**src/rtl/axis_traffic_pkg.sv**
```systemverilog
// Shared types and constants for the AXI-Stream traffic generator/checker pair.
package axis_traffic_pkg;

   localparam int SeqWidth = 16;

   typedef enum logic [1:0] {
      IDLE = 2'd0,
      SEND = 2'd1,
      DONE = 2'd2
   } gen_state_e;

endpackage

```
**src/rtl/axis_traffic_endpoint_if.sv**
```systemverilog
// AXI-Stream bundle used for both the generated (manager) and received (subordinate) streams.
interface axis_traffic_endpoint_if #(
   parameter int TDataWidth = 32,
   parameter int TIdWidth   = 2,
   parameter int TDestWidth = 4
) ();

   // A beat transfers on a rising edge where tvalid and tready are both 1; once tvalid
   // is raised the sender keeps it and every payload field stable until that transfer.
   logic                  tvalid;
   logic                  tready;
   logic [TDataWidth-1:0] tdata;
   logic                  tlast;
   logic [TIdWidth-1:0]   tid;
   logic [TDestWidth-1:0] tdest;

   modport master (output tvalid, tdata, tlast, tid, tdest, input tready);
   modport slave  (input tvalid, tdata, tlast, tid, tdest, output tready);

endinterface

```
**src/rtl/axis_traffic_checker.sv**
```systemverilog
// Receive-side checker: per-tid sequence tracking with resync and saturating counters.
module axis_traffic_checker
   import axis_traffic_pkg::*;
#(
   parameter int TDataWidth = 32,
   parameter int TIdWidth   = 2
) (
   input  logic                    clk_axis_i,
   input  logic                    rst_axis_i,
   axis_traffic_endpoint_if.slave  s_axis,
   output logic [31:0]             rx_packets_o,
   output logic [31:0]             rx_errors_o
);

   localparam int UpWidth = (TDataWidth > SeqWidth) ? TDataWidth - SeqWidth : 1;

   function automatic logic [TDataWidth-1:0] pattern(input logic [SeqWidth-1:0] s);
      logic [UpWidth+SeqWidth-1:0] full;
      full = {~UpWidth'(s), s};
      return full[TDataWidth-1:0];
   endfunction

   logic [SeqWidth-1:0] exp_q [2**TIdWidth];
   logic                tready_q;
   logic [SeqWidth-1:0] exp_cur;
   logic                hs;
   logic                match;

   assign s_axis.tready = tready_q;
   assign hs            = s_axis.tvalid & tready_q;
   assign exp_cur       = exp_q[s_axis.tid];
   assign match         = (s_axis.tdata == pattern(exp_cur));

   always_ff @(posedge clk_axis_i or posedge rst_axis_i) begin
      if (rst_axis_i) begin
         tready_q     <= 1'b0;
         rx_packets_o <= '0;
         rx_errors_o  <= '0;
         for (int i = 0; i < 2**TIdWidth; i++) exp_q[i] <= '0;
      end else begin
         tready_q <= 1'b1;
         if (hs) begin
            // A mismatch resyncs to the received counter so one glitch costs one error.
            if (match) begin
               exp_q[s_axis.tid] <= exp_cur + 1'b1;
            end else begin
               exp_q[s_axis.tid] <= s_axis.tdata[SeqWidth-1:0] + 1'b1;
               if (rx_errors_o != '1) rx_errors_o <= rx_errors_o + 1'b1;
            end
            if (s_axis.tlast && rx_packets_o != '1) rx_packets_o <= rx_packets_o + 1'b1;
         end
      end
   end

endmodule

```
**src/rtl/axis_traffic_endpoint.sv**
```systemverilog
// Traffic endpoint: round-robin per-tid packet generator plus an independent stream checker.
module axis_traffic_endpoint
   import axis_traffic_pkg::*;
#(
   parameter int TDataWidth      = 32,
   parameter int TIdWidth        = 2,
   parameter int TDestWidth      = 4,
   parameter int NumberOfStreams = 4,
   parameter int MaxPacketLength = 16
) (
   input  logic                                   clk_axis_i,
   input  logic                                   rst_axis_i,
   input  logic                                   start_i,
   input  logic [15:0]                            packet_count_i,
   input  logic [$clog2(MaxPacketLength+1)-1:0]   packet_length_i,
   input  logic [TDestWidth-1:0]                  dest_i,
   axis_traffic_endpoint_if.master                m_axis,
   axis_traffic_endpoint_if.slave                 s_axis,
   output logic                                   busy_o,
   output logic                                   tx_done_o,
   output logic [31:0]                            rx_packets_o,
   output logic [31:0]                            rx_errors_o,
   output gen_state_e                             gen_state_o
);

   localparam int LenWidth = $clog2(MaxPacketLength+1);
   localparam int UpWidth  = (TDataWidth > SeqWidth) ? TDataWidth - SeqWidth : 1;
   localparam logic [TIdWidth-1:0] LastTid = TIdWidth'(NumberOfStreams - 1);

   function automatic logic [TDataWidth-1:0] pattern(input logic [SeqWidth-1:0] s);
      logic [UpWidth+SeqWidth-1:0] full;
      full = {~UpWidth'(s), s};
      return full[TDataWidth-1:0];
   endfunction

   gen_state_e            state_q, state_d;
   logic [15:0]           count_q, pkt_idx_q, next_pkt;
   logic [LenWidth-1:0]   len_q, beat_q, next_beat;
   logic [SeqWidth-1:0]   seq_q [2**TIdWidth];
   logic [SeqWidth-1:0]   next_seq;
   logic [TIdWidth-1:0]   tid_q, next_tid;
   logic [TDestWidth-1:0] tdest_q;
   logic [TDataWidth-1:0] tdata_q;
   logic                  tvalid_q, tlast_q;
   logic                  start_ok, hs, final_beat;

   assign start_ok   = start_i && (packet_count_i != 16'd0) && (packet_length_i != '0) &&
                       (packet_length_i <= LenWidth'(MaxPacketLength));
   assign hs         = tvalid_q & m_axis.tready;
   assign final_beat = tlast_q && (pkt_idx_q == count_q - 16'd1);

   always_ff @(posedge clk_axis_i or posedge rst_axis_i) begin
      if (rst_axis_i) state_q <= IDLE;
      else            state_q <= state_d;
   end

   always_comb begin
      state_d = state_q;
      unique case (state_q)
         IDLE:    if (start_ok) state_d = SEND;
         SEND:    if (hs && final_beat) state_d = DONE;
         DONE:    state_d = IDLE;
         default: state_d = IDLE;
      endcase
   end

   // Payload of the beat that follows the current one; with one stream the next packet
   // reuses the same tid, so its counter must include the beat now completing.
   always_comb begin
      next_tid  = tid_q;
      next_beat = beat_q + 1'b1;
      next_pkt  = pkt_idx_q;
      if (tlast_q) begin
         next_beat = '0;
         next_pkt  = pkt_idx_q + 16'd1;
         next_tid  = (tid_q == LastTid) ? '0 : tid_q + 1'b1;
      end
      next_seq = (next_tid == tid_q) ? seq_q[tid_q] + 1'b1 : seq_q[next_tid];
   end

   always_ff @(posedge clk_axis_i or posedge rst_axis_i) begin
      if (rst_axis_i) begin
         count_q   <= '0;
         pkt_idx_q <= '0;
         len_q     <= '0;
         beat_q    <= '0;
         tid_q     <= '0;
         tdest_q   <= '0;
         tdata_q   <= '0;
         tvalid_q  <= 1'b0;
         tlast_q   <= 1'b0;
         for (int i = 0; i < 2**TIdWidth; i++) seq_q[i] <= '0;
      end else if (state_q == IDLE && start_ok) begin
         count_q   <= packet_count_i;
         len_q     <= packet_length_i;
         tdest_q   <= dest_i;
         pkt_idx_q <= '0;
         beat_q    <= '0;
         tid_q     <= '0;
         tvalid_q  <= 1'b1;
         tlast_q   <= (packet_length_i == LenWidth'(1));
         tdata_q   <= pattern(seq_q[0]);
      end else if (state_q == SEND && hs) begin
         seq_q[tid_q] <= seq_q[tid_q] + 1'b1;
         if (final_beat) begin
            tvalid_q <= 1'b0;
            tlast_q  <= 1'b0;
         end else begin
            tid_q     <= next_tid;
            beat_q    <= next_beat;
            pkt_idx_q <= next_pkt;
            tlast_q   <= (next_beat == len_q - LenWidth'(1));
            tdata_q   <= pattern(next_seq);
         end
      end
   end

   assign m_axis.tvalid = tvalid_q;
   assign m_axis.tdata  = tdata_q;
   assign m_axis.tlast  = tlast_q;
   assign m_axis.tid    = tid_q;
   assign m_axis.tdest  = tdest_q;
   assign busy_o        = (state_q != IDLE);
   assign tx_done_o     = (state_q == DONE);
   assign gen_state_o   = state_q;

   axis_traffic_checker #(
      .TDataWidth (TDataWidth),
      .TIdWidth   (TIdWidth)
   ) u_checker (
      .clk_axis_i   (clk_axis_i),
      .rst_axis_i   (rst_axis_i),
      .s_axis       (s_axis),
      .rx_packets_o (rx_packets_o),
      .rx_errors_o  (rx_errors_o)
   );

endmodule

```
**src/flat_wrapper.sv**
```systemverilog
// flat-port wrapper written by rule: the top's interface ports become plain ports
module axis_traffic_endpoint_flat import axis_traffic_pkg::*;
#(
   parameter int TDataWidth      = 32,
   parameter int TIdWidth        = 2,
   parameter int TDestWidth      = 4,
   parameter int NumberOfStreams = 4,
   parameter int MaxPacketLength = 16
)
  (clk_axis_i, rst_axis_i, start_i, packet_count_i, packet_length_i, dest_i, busy_o, tx_done_o, rx_packets_o, rx_errors_o, gen_state_o, m_axis_tvalid, m_axis_tdata, m_axis_tlast, m_axis_tid, m_axis_tdest, m_axis_tready, s_axis_tvalid, s_axis_tdata, s_axis_tlast, s_axis_tid, s_axis_tdest, s_axis_tready);
  axis_traffic_endpoint_if #(.TDataWidth(TDataWidth), .TIdWidth(TIdWidth), .TDestWidth(TDestWidth)) m_axis_i ();
  axis_traffic_endpoint_if #(.TDataWidth(TDataWidth), .TIdWidth(TIdWidth), .TDestWidth(TDestWidth)) s_axis_i ();
  input  logic clk_axis_i;
  input  logic rst_axis_i;
  input  logic start_i;
  input  logic [15:0] packet_count_i;
  input  logic [$clog2(MaxPacketLength+1)-1:0] packet_length_i;
  input  logic [TDestWidth-1:0] dest_i;
  output logic busy_o;
  output logic tx_done_o;
  output logic [31:0] rx_packets_o;
  output logic [31:0] rx_errors_o;
  output gen_state_e gen_state_o;
  output wire logic [$bits(m_axis_i.tvalid)-1:0] m_axis_tvalid;
  output wire logic [$bits(m_axis_i.tdata)-1:0] m_axis_tdata;
  output wire logic [$bits(m_axis_i.tlast)-1:0] m_axis_tlast;
  output wire logic [$bits(m_axis_i.tid)-1:0] m_axis_tid;
  output wire logic [$bits(m_axis_i.tdest)-1:0] m_axis_tdest;
  input wire logic [$bits(m_axis_i.tready)-1:0] m_axis_tready;
  input wire logic [$bits(s_axis_i.tvalid)-1:0] s_axis_tvalid;
  input wire logic [$bits(s_axis_i.tdata)-1:0] s_axis_tdata;
  input wire logic [$bits(s_axis_i.tlast)-1:0] s_axis_tlast;
  input wire logic [$bits(s_axis_i.tid)-1:0] s_axis_tid;
  input wire logic [$bits(s_axis_i.tdest)-1:0] s_axis_tdest;
  output wire logic [$bits(s_axis_i.tready)-1:0] s_axis_tready;
  assign m_axis_tvalid = m_axis_i.tvalid;
  assign m_axis_tdata = m_axis_i.tdata;
  assign m_axis_tlast = m_axis_i.tlast;
  assign m_axis_tid = m_axis_i.tid;
  assign m_axis_tdest = m_axis_i.tdest;
  assign m_axis_i.tready = m_axis_tready;
  assign s_axis_i.tvalid = s_axis_tvalid;
  assign s_axis_i.tdata = s_axis_tdata;
  assign s_axis_i.tlast = s_axis_tlast;
  assign s_axis_i.tid = s_axis_tid;
  assign s_axis_i.tdest = s_axis_tdest;
  assign s_axis_tready = s_axis_i.tready;
  axis_traffic_endpoint #(.TDataWidth(TDataWidth), .TIdWidth(TIdWidth), .TDestWidth(TDestWidth), .NumberOfStreams(NumberOfStreams), .MaxPacketLength(MaxPacketLength)) u_core (.clk_axis_i(clk_axis_i), .rst_axis_i(rst_axis_i), .start_i(start_i), .packet_count_i(packet_count_i), .packet_length_i(packet_length_i), .dest_i(dest_i), .m_axis(m_axis_i), .s_axis(s_axis_i), .busy_o(busy_o), .tx_done_o(tx_done_o), .rx_packets_o(rx_packets_o), .rx_errors_o(rx_errors_o), .gen_state_o(gen_state_o));
endmodule
```
**config.mk**
```make
export PLATFORM = sky130hd
export DESIGN_NAME = axis_traffic_endpoint_flat
export DESIGN_NICKNAME = d
export VERILOG_FILES = /design/src/rtl/axis_traffic_pkg.sv /design/src/rtl/axis_traffic_endpoint_if.sv /design/src/rtl/axis_traffic_checker.sv /design/src/rtl/axis_traffic_endpoint.sv /design/src/flat_wrapper.sv
export SDC_FILE = /design/constraint.sdc
export NUM_CORES = 1
export LEC_CHECK = 0
export ABC_AREA = 1
export BUFFER_PORTS_ARGS = -buffer_cell sky130_fd_sc_hd__buf_2
export CAP_MARGIN = 5
export CORE_ASPECT_RATIO = 1.4
export CORE_MARGIN = 1.5
export CORE_UTILIZATION = 30
export CTS_CLUSTER_SIZE = 40
export DETAILED_ROUTE_END_ITERATION = 7
export SYNTH_ARGS = -nofsm -noshare
export SYNTH_HDL_FRONTEND = slang
export SYNTH_SLANG_ARGS = --single-unit
```
**constraint.sdc**
```tcl
create_clock -name clk_axis_i -period 11 [get_ports clk_axis_i]
set_input_delay 1.65 -clock clk_axis_i [delete_from_list [all_inputs] [get_ports clk_axis_i]]
set_output_delay 1.65 -clock clk_axis_i [all_outputs]
set_load 0.005 [all_outputs]
```
==> impl_results.md <==
- Setup bufs post-CTS: 0
- CTS resizes: 0
- Pwr per Cell Area: about 210 nW/µm²
- Critical path class: in -> reg
- Crit end category: register
- IO Pins: 178
- Worst slew margin: 0.2566
- Max Cap Violations: 0
- Worst min path class: reg -> reg
- Required time of the critical path: approximately 11 ns
- Peak supply drop: approximately 0.00016 V
- Layout Utilization: 0.3478
- Status: completed
- Fmax: 212.8 MHz
- Final setup vio count: 0
- Reg2reg end: u_core.m_axis.tdata[2]$_DFFE_PP0P_
- GRT Util Overall: 0.1760
- Final hold violation count: 0
- Avg Vias per Cell: slightly below 5
- Final Critical Period: around 4.7 ns
- RSZ-0062 raised after global routing: false
- CTS H-Tree Depth: 1
- Synthesized area: between 15000 and 20000 µm²
- DRC viols: 0
- Die extent in y: ~290 µm
- I/O Buffers: between 150 and 200
- CP max-delay cell: nand2_1
- Sequential fraction of the synthesis area: 0.3889
- Post-Syn Instances: 2704
- Synth Flop Type: dfrtp_1
- Startpoint types: input pin
- Crit path capture: u_core.u_checker.exp_q[52]$_DFFE_PP0P_
- CP peak stage delay: roughly 0.74 ns
- Post-Place Worst Slack: about 5.8 ns
- Initial drt markers: 1148
- Layout Area Growth over Synthesis: 14.59%
- Initial Utilization: 0.3035
- Clock sink total: about 280
- Total Neg Setup Slack: 0 ns
- Drt total wl: 54140 µm
- Commonest non-fill, non-tap cell in the layout: nand2_1
- Nets: roughly 2.9k
- Final RePlAce weighted congestion: between 0.9 and 1
- Hold Path Depth: 2
- Pin count of the biggest net entering global routing: 110
- Max-slew violation count: 0
- WL/cell: 14.97 µm
- LEAKAGE: roughly 0.011 µW
- Clock Skews: 0.02446 ns
- R2R cell count: 14
- Yosys cell types: 45
- Ant. Diodes: 0
- Crit-path cells: buf_2, nand2_2, inv_2, nand2_1, o21ai_1, nor2_2, inv_2, nand2_1, nand2_1, nor2_1, nand2_1, inv_2, nand2_1, nor2_2, buf_4, nand2_1, nand2_1, nand2_1, nand2_1, nand2_1
- Synthesized flop and latch total: roughly 280
- Async SR Flop Fraction: 1.000
- Final Cycle Share: 0.4272
- CP startpoint: s_axis_tid[0]
- Antenna violations before repair: 0
- Setup slack, reg-to-reg: slightly above 7 ns
- Die width: 209 µm
- Core area: around 60000 µm²
- Full die area: between 60000 and 70000 µm²
- Detailed Place HPWL: around 38000 µm
- TritonCTS buffer count: 31
- Clk root buf: clkbuf_16
- Hold slack: 0.4668 ns
- Core Rows: between 100 and 150
- CTS tree: built
- Design area: a little over 20000 µm²
- Syn Nets: around 2.8k
- Worst path most repeated cell: nand2_1
- Hold buffer count at cts: 0
- FF-to-FF Start: u_core.m_axis.tid[0]$_DFFE_PP0P_
- Via Count: approximately 17k
- Setup ws final: 6.301 ns
- Arrival time at the worst endpoint: 5.18 ns
- Worst Tran Pin Value: 1.112 ns
- Yosys warnings: 0
- First-pass GRT wire length: 87980 µm
- Longest Clk Path Bufs: 3
- Worst-path maximum fanout: 32
- Antenna Nets Post-Route: 0
- Number of global-route vias before repair: 16.71k
- Post-synth EDFFs: 0
- Placed Instance Area: 19380 µm²
- Syn avg cell area: roughly 6.6 µm²
- Clock slew at reported path FFs: 0.06 ns
- Layout cells sized above 1: 0.1053
- Worst-skew pair later-pin latency: between 0.6 and 0.7 ns
- Pre-antenna DRT Iters: 5
- GRT overflow: 0
- Commonest cells after routing, fill and taps aside: nand2_1 (1060), nor2_1 (333), dfrtp_1 (277), nand3_1 (221), inv_1 (214)
[metal layers]
layer / wire length, µm / GRT usage
met4: 1338 / 0.05355
met2: 27600 / 0.3222
met5: 0 / 0
met1: 22880 / 0.2139
met3: 2329 / 0.02028
[sequential cells by signal, summed over array words and instances (netlist names), 16 cells and up]
register / count
u_core.count_q: 16
u_core.pkt_idx_q: 16
u_core.u_checker.rx_errors_o: 32
u_core.u_checker.rx_packets_o: 32
u_core.seq_q: 64
u_core.u_checker.exp_q: 64
u_core.m_axis.tdata: 32
[worst max-delay path: cells and delay by family]
| kind | cells | cell delay [ns] |
|---|---|---|
| AOI/OAI and AO/OA | 1 | 0.07 |
| buffers and inverters | 5 | 0.92 |
| and+or+nand+nor | 14 | 2.51 |
[layout make-up]
cell class / count / area [µm²]
inverter: 232 / 878.3
multi-input combinational: 2102 / 9573
sequential: 277 / 6932
fill: 6407 / 38300
timing repair buffer: 199 / 1061
clock buffer: 42 / 887.1
tap: 749 / 937.1
clock inverter: 15 / 156.4
[where the power goes]
part           leakage, µW  switching, µW  total, µW  internal [µW]
logic              0.00651           1160       1750            588
registers          0.00355            216       1510           1290
clock network     0.000503            458       1070            613
[worst min-delay path by stage]
stage	startpoint	to	slack [ns]
2_1_floorplan	u_core.u_checker.exp_q[14]$_DFFE_PP0P_	u_core.u_checker.exp_q[14]$_DFFE_PP0P_	0.45
3_3_place_gp	u_core.m_axis.tdata[15]$_DFFE_PP0P_	u_core.m_axis.tdata[15]$_DFFE_PP0P_	0.45
3_5_place_dp	u_core.m_axis.tdest[3]$_DFFE_PP0P_	u_core.m_axis.tdest[3]$_DFFE_PP0P_	0.45
4_1_cts	u_core.m_axis.tdest[3]$_DFFE_PP0P_	u_core.m_axis.tdest[3]$_DFFE_PP0P_	0.47
5_1_grt	u_core.m_axis.tdata[28]$_DFFE_PP0P_	u_core.m_axis.tdata[28]$_DFFE_PP0P_	0.48
6_report	u_core.m_axis.tdata[17]$_DFFE_PP0P_	u_core.m_axis.tdata[17]$_DFFE_PP0P_	0.47
[cells by family after synthesis]
kind of cell | after synthesis | share of synthesized area
AND/OR/NAND/NOR | 1751 | 0.4029
XOR/XNOR | 107 | 0.05335
other | 1 | 0.0002104
buffers and inverters | 325 | 0.07497
AO/OA/AOI/OAI | 230 | 0.07048
flip-flops | 277 | 0.3889
adder cells (fa/ha/maj) | 13 | 0.009126
[per-stage QoR]
stage | total power (µW) | std cells
floorplan | 2732 | 2704
global placement | 3254 | 3559
detailed placement | 3275 | 3559
CTS | 4372 | 3616
global route | 4689 | 3616
finish | 4326 | 3616
[cell usage after synthesis, types with 6 or more instances]
cell type	number	area [µm²]
nor3_1	39	195.2
nand2_1	1060	3979
clkbuf_1	58	217.7
xnor2_1	29	254.0
buf_4	10	75.07
ha_1	13	162.7
a21oi_1	47	235.2
dfrtp_1	277	6932
nand3b_1	6	45.04
o211ai_1	14	105.1
buf_2	15	75.07
inv_1	215	807.0
buf_6	8	90.09
nor4_1	21	131.4
o21ai_0	142	710.7
nor2_2	10	62.56
or2_2	8	50.05
nand4_1	34	212.7
o21ai_1	8	40.04
inv_2	12	45.04
nor2_1	334	1254
and2_1	6	37.54
nand3_1	221	1106
xor2_1	77	674.4
Note: power is estimated with default switching activity, not from simulation.
